## src/rtl/sort_job_arbiter_if.sv

```systemverilog
// Bundle of the requester, response and sorter-command signals around the
// sort job arbiter. "slave" is the arbiter's view; "master" is the view of
// the surrounding logic (requesters, result consumer and sorter).
interface sort_job_arbiter_if #(
  parameter int DW = 16
);
  logic          r0_valid;
  logic          r0_ready;
  logic [DW-1:0] r0_data;
  logic          r0_last;
  logic          r1_valid;
  logic          r1_ready;
  logic [DW-1:0] r1_data;
  logic          r1_last;
  logic          rsp_valid;
  logic          rsp_ready;
  logic [DW-1:0] rsp_data;
  logic          rsp_last;
  logic          rsp_id;
  logic          s_clear;
  logic          s_push;
  logic          s_sort;
  logic          s_pop;
  logic [DW-1:0] s_din;
  logic [DW-1:0] s_dout;
  logic          s_idle;

  modport slave (
    input  r0_valid, r0_data, r0_last, r1_valid, r1_data, r1_last,
           rsp_ready, s_dout, s_idle,
    output r0_ready, r1_ready, rsp_valid, rsp_data, rsp_last, rsp_id,
           s_clear, s_push, s_sort, s_pop, s_din
  );

  modport master (
    output r0_valid, r0_data, r0_last, r1_valid, r1_data, r1_last,
           rsp_ready, s_dout, s_idle,
    input  r0_ready, r1_ready, rsp_valid, rsp_data, rsp_last, rsp_id,
           s_clear, s_push, s_sort, s_pop, s_din
  );
endinterface

```

## src/rtl/sort_job_arbiter.sv

```systemverilog
// Two-requester job arbiter and command sequencer for the 16-bit insertion
// sorter. A job is loaded word by word, sorted, then popped back out largest
// first on the response port, tagged with the owning requester.
module sort_job_arbiter #(
  parameter int DW     = 16,
  parameter int MAXLEN = 254,
  parameter int CW     = 8
) (
  input  logic                clk,
  input  logic                rstn,
  input  logic                enable,
  sort_job_arbiter_if.slave   bus,
  output logic                busy,
  output logic                err_overflow
);

  typedef enum logic [2:0] {
    IDLE, CLR, LOAD, SORT, UNLOAD, RESP, WAIT_LO, WAIT_HI
  } state_t;

  localparam logic [CW-1:0] MAX_CNT = CW'(MAXLEN);

  state_t        state;
  state_t        ret_state;   // state to resume once a sorter command completes
  logic          last_grant;
  logic [CW-1:0] count;       // words pushed into the sorter for this job
  logic [CW-1:0] pcnt;        // result words still to be returned
  logic          next_grant;
  logic          sel_valid;
  logic          sel_last;
  logic          sel_ready;
  logic [DW-1:0] sel_data;

  // Round-robin: on a tie the requester that did not win last time gets it.
  assign next_grant = (bus.r0_valid && bus.r1_valid) ? ~last_grant : bus.r1_valid;
  assign busy       = (state != IDLE);

  // Route the granted requester's word channel to the load logic.
  // NOTE: every output gets a default before the if, so no latch is inferred.
  always_comb begin
    sel_valid = bus.r0_valid;
    sel_last  = bus.r0_last;
    sel_data  = bus.r0_data;
    sel_ready = bus.r0_ready;
    if (bus.rsp_id) begin
      sel_valid = bus.r1_valid;
      sel_last  = bus.r1_last;
      sel_data  = bus.r1_data;
      sel_ready = bus.r1_ready;
    end
  end

  // Job sequencer: grant, clear, load, sort, unload, each sorter command
  // being a line toggle followed by a wait for s_idle to fall and rise again.
  // NOTE: non-blocking assignments throughout, so every branch sees the
  // pre-edge values of state and outputs.
  always_ff @(posedge clk or negedge rstn) begin
    if (!rstn) begin
      state         <= IDLE;
      ret_state     <= IDLE;
      last_grant    <= 1'b1;
      count         <= '0;
      pcnt          <= '0;
      err_overflow  <= 1'b0;
      bus.r0_ready  <= 1'b0;
      bus.r1_ready  <= 1'b0;
      bus.rsp_valid <= 1'b0;
      bus.rsp_data  <= '0;
      bus.rsp_last  <= 1'b0;
      bus.rsp_id    <= 1'b0;
      bus.s_clear   <= 1'b0;
      bus.s_push    <= 1'b0;
      bus.s_sort    <= 1'b0;
      bus.s_pop     <= 1'b0;
      bus.s_din     <= '0;
    end else if (enable) begin
      case (state)
        IDLE: begin
          if (bus.r0_valid || bus.r1_valid) begin
            bus.rsp_id <= next_grant;
            last_grant <= next_grant;
            count      <= '0;
            state      <= CLR;
          end
        end
        CLR: begin
          if (bus.s_idle) begin
            bus.s_clear <= ~bus.s_clear;
            ret_state   <= LOAD;
            state       <= WAIT_LO;
          end
        end
        LOAD: begin
          if (!sel_ready) begin
            // Offer one word slot, only while the sorter can take a push.
            bus.r0_ready <= bus.s_idle && !bus.rsp_id;
            bus.r1_ready <= bus.s_idle && bus.rsp_id;
          end else if (sel_valid) begin
            bus.r0_ready <= 1'b0;
            bus.r1_ready <= 1'b0;
            if (count != MAX_CNT) begin
              bus.s_din  <= sel_data;
              bus.s_push <= ~bus.s_push;
              count      <= count + CW'(1);
              ret_state  <= sel_last ? SORT : LOAD;
              state      <= WAIT_LO;
            end else begin
              // Job longer than the sorter allows: swallow the word.
              err_overflow <= 1'b1;
              if (sel_last) state <= SORT;
            end
          end
        end
        SORT: begin
          if (bus.s_idle) begin
            pcnt <= count;
            if (count >= CW'(2)) begin
              bus.s_sort <= ~bus.s_sort;
              ret_state  <= UNLOAD;
              state      <= WAIT_LO;
            end else begin
              state <= UNLOAD;
            end
          end
        end
        UNLOAD: begin
          if (bus.s_idle) begin
            bus.s_pop <= ~bus.s_pop;
            ret_state <= RESP;
            state     <= WAIT_LO;
          end
        end
        WAIT_LO: begin
          if (!bus.s_idle) state <= WAIT_HI;
        end
        WAIT_HI: begin
          if (bus.s_idle) begin
            state <= ret_state;
            if (ret_state == RESP) begin
              bus.rsp_data  <= bus.s_dout;
              bus.rsp_valid <= 1'b1;
              bus.rsp_last  <= (pcnt == CW'(1));
            end
          end
        end
        RESP: begin
          if (bus.rsp_ready) begin
            bus.rsp_valid <= 1'b0;
            bus.rsp_last  <= 1'b0;
            pcnt          <= pcnt - CW'(1);
            state         <= (pcnt == CW'(1)) ? IDLE : UNLOAD;
          end
        end
        default: state <= IDLE;
      endcase
    end
  end

endmodule
```

## src/flat_wrapper.sv

```systemverilog
// flat-port wrapper written by rule: the top's interface ports become plain ports
module sort_job_arbiter_flat 
#(
  parameter int DW     = 16,
  parameter int MAXLEN = 254,
  parameter int CW     = 8
)
  (clk, rstn, enable, busy, err_overflow, bus_r0_valid, bus_r0_data, bus_r0_last, bus_r1_valid, bus_r1_data, bus_r1_last, bus_rsp_ready, bus_s_dout, bus_s_idle, bus_r0_ready, bus_r1_ready, bus_rsp_valid, bus_rsp_data, bus_rsp_last, bus_rsp_id, bus_s_clear, bus_s_push, bus_s_sort, bus_s_pop, bus_s_din);
  sort_job_arbiter_if #(.DW(DW)) bus_i ();
  input  logic clk;
  input  logic rstn;
  input  logic enable;
  output logic busy;
  output logic err_overflow;
  input wire logic [$bits(bus_i.r0_valid)-1:0] bus_r0_valid;
  input wire logic [$bits(bus_i.r0_data)-1:0] bus_r0_data;
  input wire logic [$bits(bus_i.r0_last)-1:0] bus_r0_last;
  input wire logic [$bits(bus_i.r1_valid)-1:0] bus_r1_valid;
  input wire logic [$bits(bus_i.r1_data)-1:0] bus_r1_data;
  input wire logic [$bits(bus_i.r1_last)-1:0] bus_r1_last;
  input wire logic [$bits(bus_i.rsp_ready)-1:0] bus_rsp_ready;
  input wire logic [$bits(bus_i.s_dout)-1:0] bus_s_dout;
  input wire logic [$bits(bus_i.s_idle)-1:0] bus_s_idle;
  output wire logic [$bits(bus_i.r0_ready)-1:0] bus_r0_ready;
  output wire logic [$bits(bus_i.r1_ready)-1:0] bus_r1_ready;
  output wire logic [$bits(bus_i.rsp_valid)-1:0] bus_rsp_valid;
  output wire logic [$bits(bus_i.rsp_data)-1:0] bus_rsp_data;
  output wire logic [$bits(bus_i.rsp_last)-1:0] bus_rsp_last;
  output wire logic [$bits(bus_i.rsp_id)-1:0] bus_rsp_id;
  output wire logic [$bits(bus_i.s_clear)-1:0] bus_s_clear;
  output wire logic [$bits(bus_i.s_push)-1:0] bus_s_push;
  output wire logic [$bits(bus_i.s_sort)-1:0] bus_s_sort;
  output wire logic [$bits(bus_i.s_pop)-1:0] bus_s_pop;
  output wire logic [$bits(bus_i.s_din)-1:0] bus_s_din;
  assign bus_i.r0_valid = bus_r0_valid;
  assign bus_i.r0_data = bus_r0_data;
  assign bus_i.r0_last = bus_r0_last;
  assign bus_i.r1_valid = bus_r1_valid;
  assign bus_i.r1_data = bus_r1_data;
  assign bus_i.r1_last = bus_r1_last;
  assign bus_i.rsp_ready = bus_rsp_ready;
  assign bus_i.s_dout = bus_s_dout;
  assign bus_i.s_idle = bus_s_idle;
  assign bus_r0_ready = bus_i.r0_ready;
  assign bus_r1_ready = bus_i.r1_ready;
  assign bus_rsp_valid = bus_i.rsp_valid;
  assign bus_rsp_data = bus_i.rsp_data;
  assign bus_rsp_last = bus_i.rsp_last;
  assign bus_rsp_id = bus_i.rsp_id;
  assign bus_s_clear = bus_i.s_clear;
  assign bus_s_push = bus_i.s_push;
  assign bus_s_sort = bus_i.s_sort;
  assign bus_s_pop = bus_i.s_pop;
  assign bus_s_din = bus_i.s_din;
  sort_job_arbiter #(.DW(DW), .MAXLEN(MAXLEN), .CW(CW)) u_core (.clk(clk), .rstn(rstn), .enable(enable), .bus(bus_i), .busy(busy), .err_overflow(err_overflow));
endmodule
```

## config.mk

```make
export PLATFORM = sky130hd
export DESIGN_NAME = sort_job_arbiter_flat
export DESIGN_NICKNAME = d
export VERILOG_FILES = /design/src/rtl/sort_job_arbiter_if.sv /design/src/rtl/sort_job_arbiter.sv /design/src/flat_wrapper.sv
export SDC_FILE = /design/constraint.sdc
export NUM_CORES = 1
export LEC_CHECK = 0
export ABC_AREA = 1
export CAP_MARGIN = 20
export CORE_ASPECT_RATIO = 1.4
export CORE_MARGIN = 2
export CORE_UTILIZATION = 44
export DETAILED_ROUTE_END_ITERATION = 10
export GPL_ROUTABILITY_DRIVEN = 0
export PLACE_DENSITY = 0.88
export RECOVER_POWER = 25
export SLEW_MARGIN = 0
export SYNTH_ARGS = -nofsm -noshare
export SYNTH_HDL_FRONTEND = slang
export SYNTH_SLANG_ARGS = --single-unit
```

## constraint.sdc

```tcl
create_clock -name clk -period 1.74 [get_ports clk]
set_clock_uncertainty 0.2 [all_clocks]
set_input_delay 0.174 -clock clk [delete_from_list [all_inputs] [get_ports clk]]
set_output_delay 0.174 -clock clk [all_outputs]
set_load 0.01 [all_outputs]
```

==> flow_summary.ini <==
[floorplan]
die_h_um = 113
dieArea_sq_um = 9280
start_util = 0.457
row_count = 39
fp.coreArea_sq_um = 8200
die_x_um = 82.0
ioPinCount = 100

[sta]
rsz0062_at_grt = true
slew_headroom = 0.401
setup_ws_ps = -48.4
period_minus_slack_ps = 1790
drv_slew = 0
finalSetupTns_ps = -445
tightest_slew_ps = 898
setup_viol = 19
period_share = 1.03
max_freq_ghz = 0.559
finalHoldViolCount = 0

[route]
vias_per_cell = 5.41
initialDrtViolationCount = 303
via_count = 3762
wl_met1_um = 4200
ant_nets = 0
wl_per_cell_um = 17.5
drc = 0
drtPass1Iterations = 6
wl_met3_um = 728
drt-total-wl_um = 12200
dr_wl_met2_um = 6720
top_layer_used = met4

[clock_tree]
cts_num_sinks = 65
clk_pin_slew_ps = 60
cts_root_buffer = clkbuf_16
cts_tree = yes
clockBufferDepth = 2
cts_made_buffers = 9
insertion_delay_ps = 350
h-tree-depth = 3

[logic_synthesis]
synth-async-reset-ratio = 1.00
yosysSeqAreaShare = 0.435
synth_cells = 444
ys_warn_count = 0
synth_edf_count = 0
yosysTopAreaCell = dfrtp_1
ys_ff_latch = 65
syn_nets = 505
synth_area_leaders = dfrtp_1 (43%), nand2_1 (12%), o21ai_2 (5.1%)
synth_cell_type_count = 38
synthesis.area_per_instance_sq_um = 8.43
synth_area_sq_um = 3740
yosysTopAreaCellShare = 0.428
yosys_most_used_dff = dfrtp_1

[place]
placedCellCount = 668
portBuffers = 99
dpl.hpwl_um = 7700
dpl_worst_slack_ps = -178

[hold_path]
min_path_type = input pin to flop

[critical_path]
worstPathArrival_ps = 1820
crit_fanout = 6
cp-start-kind = flop
crit_type = flop to flop
cp-end-kind = flop
required_ps = 1770

[finish]
nets = 649
syn2layout_area_growth_pct = 51.7
fillCellCount = 521
layout.cells.non_filler = 695
n_antenna_cell = 0
final_cell_mix = clkdlybuf4s50_1 (96), nand2_1 (95), dfrtp_1 (61)
final_common_cell = clkdlybuf4s50_1
drive_gt1_frac = 0.300

[global_route]
overflow = 0
grt_usage = 0.256
antenna_found_initial = 0
grt_max_degree = 66
grt_pass1_vias = 3872
grt_pass1_wl_um = 18000

[status]
status = finished, violations left
failed_checks = negative setup slack

[power]
peakVddDrop_uv = 957
cellPowerDensity_nw_per_um2 = 1530
p_total_mw = 8.67
power.leakage_nw = 2.70

[run]
maxCapViolCount = 0
==> cell families (layout without fill, tap and decap cells) <==
group	Yosys count	count (layout)	synth area share
XOR/XNOR	9	9	0.0211
AO/OA/AOI/OAI	68	68	0.118
multiplexers	16	16	0.0428
buffers and inverters	66	215	0.0895
flip-flops	65	65	0.435
adder cells (fa/ha/maj)	4	4	0.0134
AND/OR/NAND/NOR	216	216	0.280
==> power breakdown <==
part | internal [mW] | switching, mW | leakage (nW)
logic | 2.01 | 2.48 | 1.68
registers | 1.97 | 0.398 | 0.866
clock network | 1.11 | 0.709 | 0.146
==> synth_stat cells (2+ instances only) <==
master   instances
nand2_4          5
buf_6            7
o21ai_0         30
nor2_4           4
nand3_4          2
o21ai_1          7
dfrtp_1         64
inv_1           42
buf_2            5
nand4_1         10
nand2_1        121
o21ai_2         22
mux2i_1         16
xor2_1           8
a21oi_1          5
inv_6            2
nand2_2          9
ha_1             4
nand3_1         22
inv_2            6
nor2_1          35
nor2_8           2
==> worst paths after layout <==
path / slack, ps / to / from / cells after the start
min: 170 / u_core.bus.rsp_data[14]$_DFFE_PN0P_ / bus_s_dout[14] / 3
min reg2reg: 290 / u_core.bus.rsp_data[10]$_DFFE_PN0P_ / u_core.bus.rsp_data[10]$_DFFE_PN0P_ / 2
min in group asynchronous: 400 / u_core.count[5]$_DFFE_PN0P_ / rstn / 3
max in group asynchronous: 300 / u_core.state[0]$_DFFE_PN0P_ / rstn / 3
max: -50 / u_core.pcnt[6]$_DFFE_PN0P_ / u_core.state[1]$_DFFE_PN0P_ / 10
max reg2reg: -50 / u_core.pcnt[6]$_DFFE_PN0P_ / u_core.state[1]$_DFFE_PN0P_ / 10
==> critical path: stages (launching register included) <==
cell	delay (ps)
dfrtp_2	430
buf_6	150
buf_4	140
inv_4	70
nand3_4	110
nor2_2	150
nor2_2	70
nand2_4	120
clkinv_4	90
nand3_1	80
nand2_1	50
==> per-layer routing <==
| metal | track usage | vias to the layer above |
|---|---|---|
| li1 | - | 1711 |
| met1 | 0.268 | 1804 |
| met2 | 0.457 | 197 |
| met3 | 0.0654 | 50 |
| met4 | 0.131 | 0 |
| met5 | 0 | - |
==> per-stage QoR <==
stage	utilization	hold WS, ps	instance area, sq um
2_1_floorplan	-	-322	3740
3_3_place_gp	0.619	23.2	5070
3_5_place_dp	0.619	16.7	5070
4_1_cts	0.666	176	5460
5_1_grt	0.693	192	5680
6_report	0.693	168	5680
==> registers in the layout, summed over array words and instances, names as in the netlist <==
signal,count
u_core.bus.s_sort,1
u_core.bus.r0_ready,1
u_core.bus.s_clear,1
u_core.bus.rsp_id,1
u_core.bus.s_pop,1
u_core.bus.rsp_valid,1
u_core.count,8
u_core.bus.rsp_data,16
u_core.pcnt,8
u_core.bus.s_push,1
u_core.bus.rsp_last,1
u_core.state,3
u_core.ret_state,3
u_core.bus.s_din,16
u_core.err_overflow,1
u_core.last_grant,1
u_core.bus.r1_ready,1
==> what timing repair did <==
| item | CTS | global route |
|---|---|---|
| endpoints found under the hold margin | 65 | 0 |
| setup endpoints to repair | 32 | 41 |
| gates resized for setup | 23 | 57 |
| pin swaps | 6 | 13 |
| hold buffers | 1 | 0 |
| setup buffers | 5 | 4 |
| cloned | 0 | 2 |
==> area by class of cell <==
class | count | area [sq um] | area share
well taps | 102 | 128 | 0.0225
flip-flops and latches | 65 | 1630 | 0.287
repair buffers | 147 | 1430 | 0.252
multi-input cells | 313 | 1970 | 0.347
repair inverters | 1 | 6.26 | 0.00110
clock inverters | 7 | 70.1 | 0.0123
clock buffers | 9 | 225 | 0.0396
inverters | 51 | 214 | 0.0377
Power figures use the tool's default switching activity.
